[src/rtl/ts_null_stuffer.sv]
// ts_null_stuffer: constant-rate MPEG-TS output stage on the 27 MHz read side
// of a show-ahead FIFO of {P_SYNC, DATA} words. It passes whole packets once
// enough words are buffered, hunts for sync after corruption and reports
// underflow inside a passed packet.
// Optional feature macro: TS_NULL_STUFF_EN
//   defined   : null packets (PID 0x1FFF) fill every slot without a full packet.
//   undefined : no NULL state, NULL_PKT tied low, output is gapped instead.
module ts_null_stuffer #(
   parameter int unsigned PKT_LEN   = 188,
   parameter int unsigned MIN_LEVEL = 188,
   parameter int unsigned USEDW_W   = 11
) (
   input  logic               CLK,
   input  logic               RST,
   input  logic [8:0]         FIFO_Q,
   input  logic               FIFO_EMPTY,
   input  logic [USEDW_W-1:0] FIFO_USEDW,
   output logic               FIFO_RDREQ,
   output logic [7:0]         DATA_OUT,
   output logic               D_VALID_OUT,
   output logic               P_SYNC_OUT,
   output logic               NULL_PKT,
   output logic               SYNC_ERR,
   output logic               UNDERFLOW
);

   typedef enum logic [1:0] {
      ST_DECIDE,
      ST_PASS
`ifdef TS_NULL_STUFF_EN
      , ST_NULL
`endif
   } state_t;

   localparam logic [7:0] LAST_IDX = 8'(PKT_LEN - 1);

   state_t     r_state;
   logic [7:0] r_cnt;
   logic       r_hunt;
   logic [7:0] r_data;
   logic       r_valid;
   logic       r_psync;
   logic       r_serr;
   logic       r_uf;
`ifdef TS_NULL_STUFF_EN
   logic       r_null;
   logic [7:0] w_null_byte;
`endif

   logic w_head_sync;
   logic w_level_ok;
   logic w_rdreq;

   assign w_head_sync = (FIFO_Q == 9'h147);
   assign w_level_ok  = (FIFO_USEDW >= USEDW_W'(MIN_LEVEL));

`ifdef TS_NULL_STUFF_EN
   // Null packet header: sync 0x47, PID 0x1FFF, payload-only, then 0xFF stuffing
   always_comb begin
      w_null_byte = 8'hFF;
      case (r_cnt)
         8'd0:    w_null_byte = 8'h47;
         8'd1:    w_null_byte = 8'h1F;
         8'd2:    w_null_byte = 8'hFF;
         8'd3:    w_null_byte = 8'h10;
         default: w_null_byte = 8'hFF;
      endcase
   end
`endif

   // Pop request: discard non-sync heads in DECIDE, stream words in PASS
   always_comb begin
      w_rdreq = 1'b0;
      if (RST) begin
         case (r_state)
            ST_DECIDE: w_rdreq = !FIFO_EMPTY && !w_head_sync;
            ST_PASS:   w_rdreq = !FIFO_EMPTY;
            default:   w_rdreq = 1'b0;
         endcase
      end
   end

   // Packet sequencer with registered outputs (one cycle behind the pop)
   always_ff @(posedge CLK or negedge RST) begin
      if (!RST) begin
         r_state <= ST_DECIDE;
         r_cnt   <= '0;
         r_hunt  <= 1'b0;
         r_data  <= '0;
         r_valid <= 1'b0;
         r_psync <= 1'b0;
         r_serr  <= 1'b0;
         r_uf    <= 1'b0;
`ifdef TS_NULL_STUFF_EN
         r_null  <= 1'b0;
`endif
      end else begin
         r_valid <= 1'b0;
         r_psync <= 1'b0;
         r_serr  <= 1'b0;
         r_uf    <= 1'b0;
`ifdef TS_NULL_STUFF_EN
         r_null  <= 1'b0;
`endif
         case (r_state)
            ST_DECIDE: begin
               if (FIFO_EMPTY) begin
`ifdef TS_NULL_STUFF_EN
                  r_state <= ST_NULL;
                  r_cnt   <= '0;
`endif
               end else if (!w_head_sync) begin
                  // only the first discarded word of a run is reported
                  r_serr <= !r_hunt;
                  r_hunt <= 1'b1;
               end else begin
                  r_hunt <= 1'b0;
                  if (w_level_ok) begin
                     r_state <= ST_PASS;
                     r_cnt   <= '0;
                  end
`ifdef TS_NULL_STUFF_EN
                  else begin
                     r_state <= ST_NULL;
                     r_cnt   <= '0;
                  end
`endif
               end
            end
            ST_PASS: begin
               if (!FIFO_EMPTY) begin
                  r_data  <= FIFO_Q[7:0];
                  r_psync <= FIFO_Q[8];
                  r_valid <= 1'b1;
                  r_cnt   <= r_cnt + 8'd1;
                  if (r_cnt == LAST_IDX) begin
                     r_state <= ST_DECIDE;
                  end
               end else begin
                  r_uf <= 1'b1;
               end
            end
`ifdef TS_NULL_STUFF_EN
            ST_NULL: begin
               r_data  <= w_null_byte;
               r_psync <= (r_cnt == 8'd0);
               r_null  <= 1'b1;
               r_valid <= 1'b1;
               r_cnt   <= r_cnt + 8'd1;
               if (r_cnt == LAST_IDX) begin
                  r_state <= ST_DECIDE;
               end
            end
`endif
            default: r_state <= ST_DECIDE;
         endcase
      end
   end

   assign FIFO_RDREQ  = w_rdreq;
   assign DATA_OUT    = r_data;
   assign D_VALID_OUT = r_valid;
   assign P_SYNC_OUT  = r_psync;
   assign SYNC_ERR    = r_serr;
   assign UNDERFLOW   = r_uf;
`ifdef TS_NULL_STUFF_EN
   assign NULL_PKT    = r_null;
`else
   assign NULL_PKT    = 1'b0;
`endif

endmodule
[config.mk]
export PLATFORM = sky130hd
export DESIGN_NAME = ts_null_stuffer
export DESIGN_NICKNAME = d
export VERILOG_FILES = /design/src/rtl/ts_null_stuffer.sv
export SDC_FILE = /design/constraint.sdc
export NUM_CORES = 1
export LEC_CHECK = 0
export CAP_MARGIN = 5
export CORE_AREA = 2 2 56 58
export DETAILED_ROUTE_END_ITERATION = 10
export DIE_AREA = 0 0 58 60
export GPL_TIMING_DRIVEN = 0
export PLACE_DENSITY = 0.7
export SYNTH_ARGS = -nofsm -noshare
export SYNTH_HDL_FRONTEND = slang
export SYNTH_SLANG_ARGS = --single-unit
export TNS_END_PERCENT = 50
[constraint.sdc]
create_clock -name CLK -period 1.75 [get_ports CLK]
set_input_delay 0.525 -clock CLK [delete_from_list [all_inputs] [get_ports CLK]]
set_output_delay 0.525 -clock CLK [all_outputs]
set_load 0.01 [all_outputs]
==> results.md, run 1 <==
- Status: complete, but fails checks
- Failing checks: negative setup slack
- Aggregate global routing overflow: 0
- Global-route wire length before repair: approximately 4.2 mm
- Vias in the first global route: 959
- Busiest layer in global routing: met2
- Mapped Cells: around 120
- CP Buf/Inv Count: 2
- Vias per std cell: 5.31
- Drt wl/cell: between 10 and 15 um
- Main combinational cell family by area after synthesis: simple AND/OR/NAND/NOR gates
- Share of cells above drive strength 1: around 16%
- Fin nets: approximately 190
- Fillers: between 200 and 300
- EDFF count, synth: 0
- Worst reg2reg endpoint: r_cnt[6]
- GP Congestion: a little over 0.8
- Die X: between 50 and 60 um
- Final setup viols: 1
- Final HPWL DP: ~1.9 mm
- Top delay family on crit path: simple AND/OR/NAND/NOR gates
- Clock Latency Late Sink: approximately 0.3 ns
- CP cell instances: buf_6, nor4b_4, nand4_2, nor2_2, nor3b_2, buf_2
- Synth top area cells: dfrtp_1, nand2_1, o311ai_0, o21ai_0, a2111oi_4
- CP startpoint kind: input pin
- Num CTS Buffers: 3
- Row count: 20
- TNS Setup: -0.202 ns
- PwrDens: roughly 750 nW/um2
- Die area: roughly 3500 um2
- M2 GR Usage: just under 30%
- TritonRoute pass-1 iters: 5
- Post-synth top cells: nand2_1, dfrtp_1, inv_1
- Die height: about 60 um
- Xor/xnor cell area share of the yosys netlist: 0%
- Leak: slightly below 0.9 nW
- Initial antenna violation count: 0
- Met1 track demand over resource: a little under a fifth
- Post-synth ARST share: 100%
- R2r setup slk: around 0.33 ns
- Slew Viols, Final: 0
- Most common cell in the synthesized netlist: nand2_1
- Worst EP required: 1.22 ns
- Bufs on Longest Clock Path: 2
- Crit path time final: 1.95 ns
- DRT iter0 DRCs: 35
- Share of the synthesized area in the top cell type: about half
- Core region area: roughly 2900 um2
- Crit Path Category: in -> out
- Fin. Hold Viols: 0
- FF-to-FF path depth: 5
- Mapped Area: 1130 um2
- Cts-stage hold buffer count: 0
- Slowest CP cell: nor4b_4
- Peak supply drop: approximately 0.37 mV
- Initial core utilization: 39.0%
- Overall power: about 1.2 mW
- Synth Warn #: 0
- Post-Synth Simple-Gate Area: about 29%
- Overall Global Routing Usage: between 15 and 20%
- DRC: 0
- Setup Skew: around 0.0043 ns
- Maximum clock frequency: ~0.5 GHz
- Largest net degree at the start of global routing: 24
- Top-Level Pins: 37
- Detail Route Antenna Nets: 0
- N_diodes: 0
- Sink Count: 22
- Worst r2r src: r_cnt[0]
- Seq/Total Area, Yosys: about half
- Layout Cells excl Fill: around 200
- Hold Crit Class: in -> async
- Crit. End Element: primary output
- Dpl cells: 189
- Distinct cell type count after synthesis: 31
- Place WS: -1.33 ns
- IO Port Bufs: 32
- Most used DFF post-synth: dfrtp_1
- Routed WL: between 2 and 3 mm
- P&R area growth vs syn: 39.2%
- Top cell type by total area after synthesis: dfrtp_1
- Mux share of post-synthesis cell area: 0.996%
- Grt met3 use: under 10%
- Crit path max fanout: 2
- Net Count, Synth: between 100 and 150
- Crit-path max cell delay: about 0.29 ns
- Clock root buffer: clkbuf_4
- Post-synthesis compound-gate area fraction: ~15%
- Final period util: 112%
- H-tree depth: 1
- Arr. time, crit path: about 1.4 ns
- FF+latch count, synth: 22
- Clock slew at reported path FFs: approximately 0.12 ns
- CTS tree: built
- Finished Core Util: 54.2%
- RSZ-0062 raised after global routing: true
- Max Cap Viol: 0
- Worst Setup Slack, final: -0.202 ns
- Routed via count: between 1000 and 1500
- Mean Syn Cell Area: about 9.1 um2
- Adder-cell share of the synthesized area: approximately 1.1%
-- per-stage QoR --
step	hold WS, ns	instance area (um2)
detailed placement	0.472	1490
finish	0.163	1570
CTS	0.172	1530
global route	0.174	1570
floorplan	0.229	1130
global placement	0.459	1490
-- cell usage in the layout, fill, tap and decap left out, drive strengths merged, types with 2 or more instances in the layout --
| cell | n |
|---|---|
| nand2b | 3 |
| o311ai | 6 |
| and2 | 3 |
| clkdlybuf4s50 | 11 |
| buf | 13 |
| o21ai | 6 |
| nor4 | 3 |
| dlygate4sd2 | 5 |
| dfrtp | 22 |
| nand2 | 33 |
| nor3b | 3 |
| nand3 | 4 |
| nor3 | 2 |
| dlymetal6s2s | 7 |
| and3b | 2 |
| nand4 | 3 |
| inv | 7 |
| nor2 | 5 |
| clkbuf | 7 |
| o21a | 2 |
| clkdlybuf4s15 | 3 |
| and3 | 2 |
-- worst max-delay path by stage --
stage               cells after the start  slack [ns]  startpoint          to
floorplan                               3        0.02  FIFO_EMPTY  FIFO_RDREQ
detailed placement                      3       -1.33         RST  FIFO_RDREQ
global route                            6       -0.27   FIFO_Q[4]  FIFO_RDREQ
global placement                        3       -1.32         RST  FIFO_RDREQ
CTS                                     6       -0.19   FIFO_Q[7]  FIFO_RDREQ
finish                                  6       -0.20   FIFO_Q[4]  FIFO_RDREQ
-- logic make-up (layout without fill, tap and decap cells) --
logic type               after synthesis  in the layout
multiplexers                           1              1
AO/OA/AOI/OAI                         20             20
other                                  1              1
adder cells (fa/ha/maj)                1              1
buffers and inverters                 15             53
AND/OR/NAND/NOR                       64             64
flip-flops                            22             22
-- power breakdown --
group,internal (mW),switching [mW],total (mW)
Sequential,0.567,0.0362,0.603
Clock,0.127,0.148,0.275
Combinational,0.160,0.148,0.308
Total,0.854,0.333,1.19
-- layout make-up --
cell class,instances,area (um2),share of cell area [%]
Inverter,7,26.3,1.67
Clock buffer,4,36.3,2.31
Buffer,8,51.3,3.26
Timing Repair Buffer,34,329,20.9
Multi-Input combinational cell,87,539,34.3
Sequential cell,22,551,35.0
Tap cell,33,41.3,2.62
-- metal layers --
| layer | share of wire (%) | wire length, um |
|---|---|---|
| met5 | 0 | 0 |
| met4 | 0.65 | 17 |
| met1 | 42 | 1110 |
| met3 | 7.4 | 192 |
| met2 | 49 | 1290 |
-- what timing repair did --
action                     4_1_cts  5_1_grt
pin swaps                        5        3
setup endpoints to repair       13       11
setup buffers                    1        1
gates resized for setup         43       14
-- worst reg2reg max path, delay by kind of cell, from the launching register on --
family          cells  cell delay [ns]
simple gates        2             0.28
compound gates      2             0.31
flops               1             0.43
fa+ha+maj           1             0.26
-- state kept, by name, indices dropped and copies added (netlist names) --
signal,cells
r_cnt,8
P_SYNC_OUT,1
UNDERFLOW,1
D_VALID_OUT,1
SYNC_ERR,1
r_hunt,1
DATA_OUT,8
r_state,1
No activity file was read; power rests on OpenSTA's default activity.
==> inputs of run 2 (changes only) <==
--- a/config.mk
+++ b/config.mk
@@ -5,12 +5,14 @@
 export SDC_FILE = /design/constraint.sdc
 export NUM_CORES = 1
 export LEC_CHECK = 0
+export ABC_AREA = 1
 export CAP_MARGIN = 5
-export CORE_AREA = 2 2 56 58
+export CORE_AREA = 2 2 55 57
+export CTS_CLUSTER_SIZE = 25
 export DETAILED_ROUTE_END_ITERATION = 10
-export DIE_AREA = 0 0 58 60
+export DIE_AREA = 0 0 57 59
 export GPL_TIMING_DRIVEN = 0
-export PLACE_DENSITY = 0.7
+export PLACE_DENSITY = 0.72
 export SYNTH_ARGS = -nofsm -noshare
 export SYNTH_HDL_FRONTEND = slang
 export SYNTH_SLANG_ARGS = --single-unit
==> results.md, run 2 <==
- Origin of the worst setup path: FIFO_Q[4]
- Status: finished, final reports clean
- Crit Path Category: in -> out
- Fillers: 261
- Overall Global Routing Usage: roughly 17%
- Worst reg2reg endpoint: r_cnt[6]
- Clock network power share: approximately 23%
- Crit path time final: approximately 1.7 ns
- Worst EP required: between 1 and 1.5 ns
- Clock Latency Late Sink: around 0.31 ns
- Mapped Area: ~1100 um2
- Detail Route Antenna Nets: 0
- Die area: between 3000 and 4000 um2
- Sw Ratio: 31.8%
- Top-Level Pins: 37
- CP Capture Point: FIFO_RDREQ
- Final HPWL DP: about 1.8 mm
- N_diodes: 0
- IO Port Bufs: 33
- GP Congestion: between 0.8 and 0.9
- Num CTS Buffers: 3
- RSZ-0062 raised after global routing: true
- Aggregate global routing overflow: 0
- Bufs on Longest Clock Path: 2
- Largest net degree at the start of global routing: 24
- Gate power share: between 20% and 30%
- Vias in the first global route: 1009
- EDFF count, synth: 0
- Fin. Hold Viols: 0
- Die height: ~60 um
- Initial antenna violation count: 0
- DRT iter0 DRCs: 18
- R2r setup slk: between 0.3 and 0.4 ns
- Internal power: ~0.87 mW
- Crit path max fanout: 2
- DRC: 0
- Net Count, Synth: roughly 170
- Mean Syn Cell Area: approximately 8 um2
- Core region area: approximately 2700 um2
- Placed inst area: ~1500 um2
- Flop pwr share: between 50 and 60%
- Maximum clock frequency: between 0.5 and 0.6 GHz
- Crit. End Element: primary output
- Die X: approximately 57 um
- Clock root buffer: clkbuf_4
- Synth top area cells: dfrtp_1, nand2_1, nand3_1, inv_1, nor2_1
- Most common cell in the synthesized netlist: nand2_1
- Design area: about 1600 um2
- Most frequent cells in the layout: nand2_1, dfrtp_1, buf_4, nand3_1, clkdlybuf4s50_1
- TNS Setup: 0 ns
- Row count: 19
- P_sw: between 0.4 and 0.5 mW
- Worst r2r src: r_cnt[0]
- Synth Warn #: 0
- Peak supply drop: between 0.6 and 0.7 mV
- H-tree depth: 1
- Max Cap Viol: 0
- Routed via count: between 1000 and 1500
- FF-to-FF path depth: 8
- Vias per std cell: ~4.8
- Arr. time, crit path: around 1.2 ns
- P&R area growth vs syn: 42.5%
- Top cell type by total area after synthesis: dfrtp_1
- CP startpoint kind: input pin
- Fin nets: around 210
- Clock slew at reported path FFs: 0.12 ns
- Leak: just under 0.9 nW
- Share of the synthesized area in the top cell type: 49.9%
- Post-synth top cells: nand2_1, dfrtp_1, nand3_1
- Final period util: between 90% and 100%
- Sink Count: 22
- Drt wl/cell: about 12 um
- Routed WL: between 2 and 3 mm
- Distinct cell type count after synthesis: 22
- PwrDens: between 800 and 900 nW/um2
- Hold Crit Class: in -> async
- Share of cells above drive strength 1: between 20% and 30%
- Initial core utilization: between 40% and 50%
- Setup Skew: around 0.0013 ns
- FF+latch count, synth: 22
- Slew Viols, Final: 0
- Mapped Cells: roughly 140
- Post-synth ARST share: 100%
- Most common cell after layout, fill and taps aside: nand2_1
- Seq/Total Area, Yosys: 49.9%
- TritonRoute pass-1 iters: 4
- CTS tree: built
- Final setup viols: 0
- Most used DFF post-synth: dfrtp_1
- Global-route wire length before repair: 4.35 mm
==> run 2: cell count changes after synthesis, moves of 3 or more <==
| cell | previous run | this run |
|---|---|---|
| and2_1 | 3 | 0 |
| inv_1 | 7 | 12 |
| nand2_1 | 33 | 55 |
| buf_2 | 4 | 1 |
| nand3_1 | 4 | 14 |
| nand2b_1 | 3 | 0 |
| nor4_1 | 3 | 0 |
| a21oi_1 | 0 | 3 |
| nor2_1 | 5 | 12 |
| o311ai_0 | 6 | 0 |
| clkbuf_1 | 3 | 0 |
| o21ai_0 | 6 | 3 |
==> run 2: worst min path at each step <==
stage                       from     endpoint  slack, ns  cells after the start
after floorplan              RST  DATA_OUT[0]       0.23                      0
after global placement    r_hunt     SYNC_ERR       0.41                      1
after detailed placement  r_hunt     SYNC_ERR       0.41                      1
after CTS                    RST     r_cnt[5]       0.08                      1
after global routing         RST     r_cnt[6]       0.08                      1
final                        RST     SYNC_ERR       0.08                      1
==> run 2: timing repair <==
| action | 4_1_cts | 5_1_grt |
|---|---|---|
| pin swaps | 8 | 8 |
| hold buffers | 0 | 0 |
| setup buffers | 12 | 0 |
| endpoints found under the setup margin | 8 | 4 |
| hold endpoints to repair | 0 | 0 |
| gates resized for setup | 54 | 10 |
==> run 2: cells by family after synthesis <==
| group | share of synthesized area, % |
|---|---|
| AND/OR/NAND/NOR | 37.6 |
| buffers and inverters | 6.81 |
| AO/OA/AOI/OAI | 3.40 |
| flip-flops | 49.9 |
| adder cells (fa/ha/maj) | 1.13 |
| other | 0.340 |
| XOR/XNOR | 0.795 |
==> run 2: power groups by stage <==
stage,registers (mW),clock network [mW],logic [mW]
3_5_place_dp,0.670,0,0.328
2_1_floorplan,0.663,0,0.188
4_1_cts,0.661,0.293,0.331
6_report,0.662,0.289,0.330
5_1_grt,0.674,0.308,0.382
3_3_place_gp,0.667,0,0.318
==> run 2: routing by layer <==
metal  vias to the layer above  GRT usage [%]  part of all wire, %
li1                        534              -                    -
met1                       493           20.1                   42
met2                        26           28.9                   51
met3                         7           2.84                  4.3
met4                         0           8.97                  2.4
met5                         -              0                    0
==> run 2: through the flow <==
stage                     setup slack (ns)  std cells  power, mW  hold slack [ns]  utilization (%)
after floorplan                      0.185        141      0.851            0.229                -
after global placement               -1.31        205      0.985            0.407             54.3
after detailed placement             -1.31        205      0.999            0.407             54.3
after CTS                          -0.0606        221       1.29           0.0762             57.9
after global routing               -0.0455        220       1.36           0.0844             57.9
final                               0.0154        220       1.28           0.0760             57.9
==> run 2: critical path: stages <==
cell,delay (ns)
buf_6,0.10
inv_4,0.05
nand2_4,0.05
nor2_4,0.08
nand3_2,0.07
o211ai_1,0.16
inv_1,0.05
buf_2,0.13
==> run 2: cell type report <==
| class | instances | area (um2) | share of cell area (%) |
|---|---|---|---|
| inverter | 13 | 51.3 | 3.27 |
| tap | 31 | 38.8 | 2.47 |
| clock buffer | 4 | 36.3 | 2.31 |
| sequential | 22 | 551 | 35.1 |
| timing repair buffer | 44 | 367 | 23.3 |
| buffer | 3 | 26.3 | 1.67 |
| multi-input combinational | 103 | 500 | 31.9 |
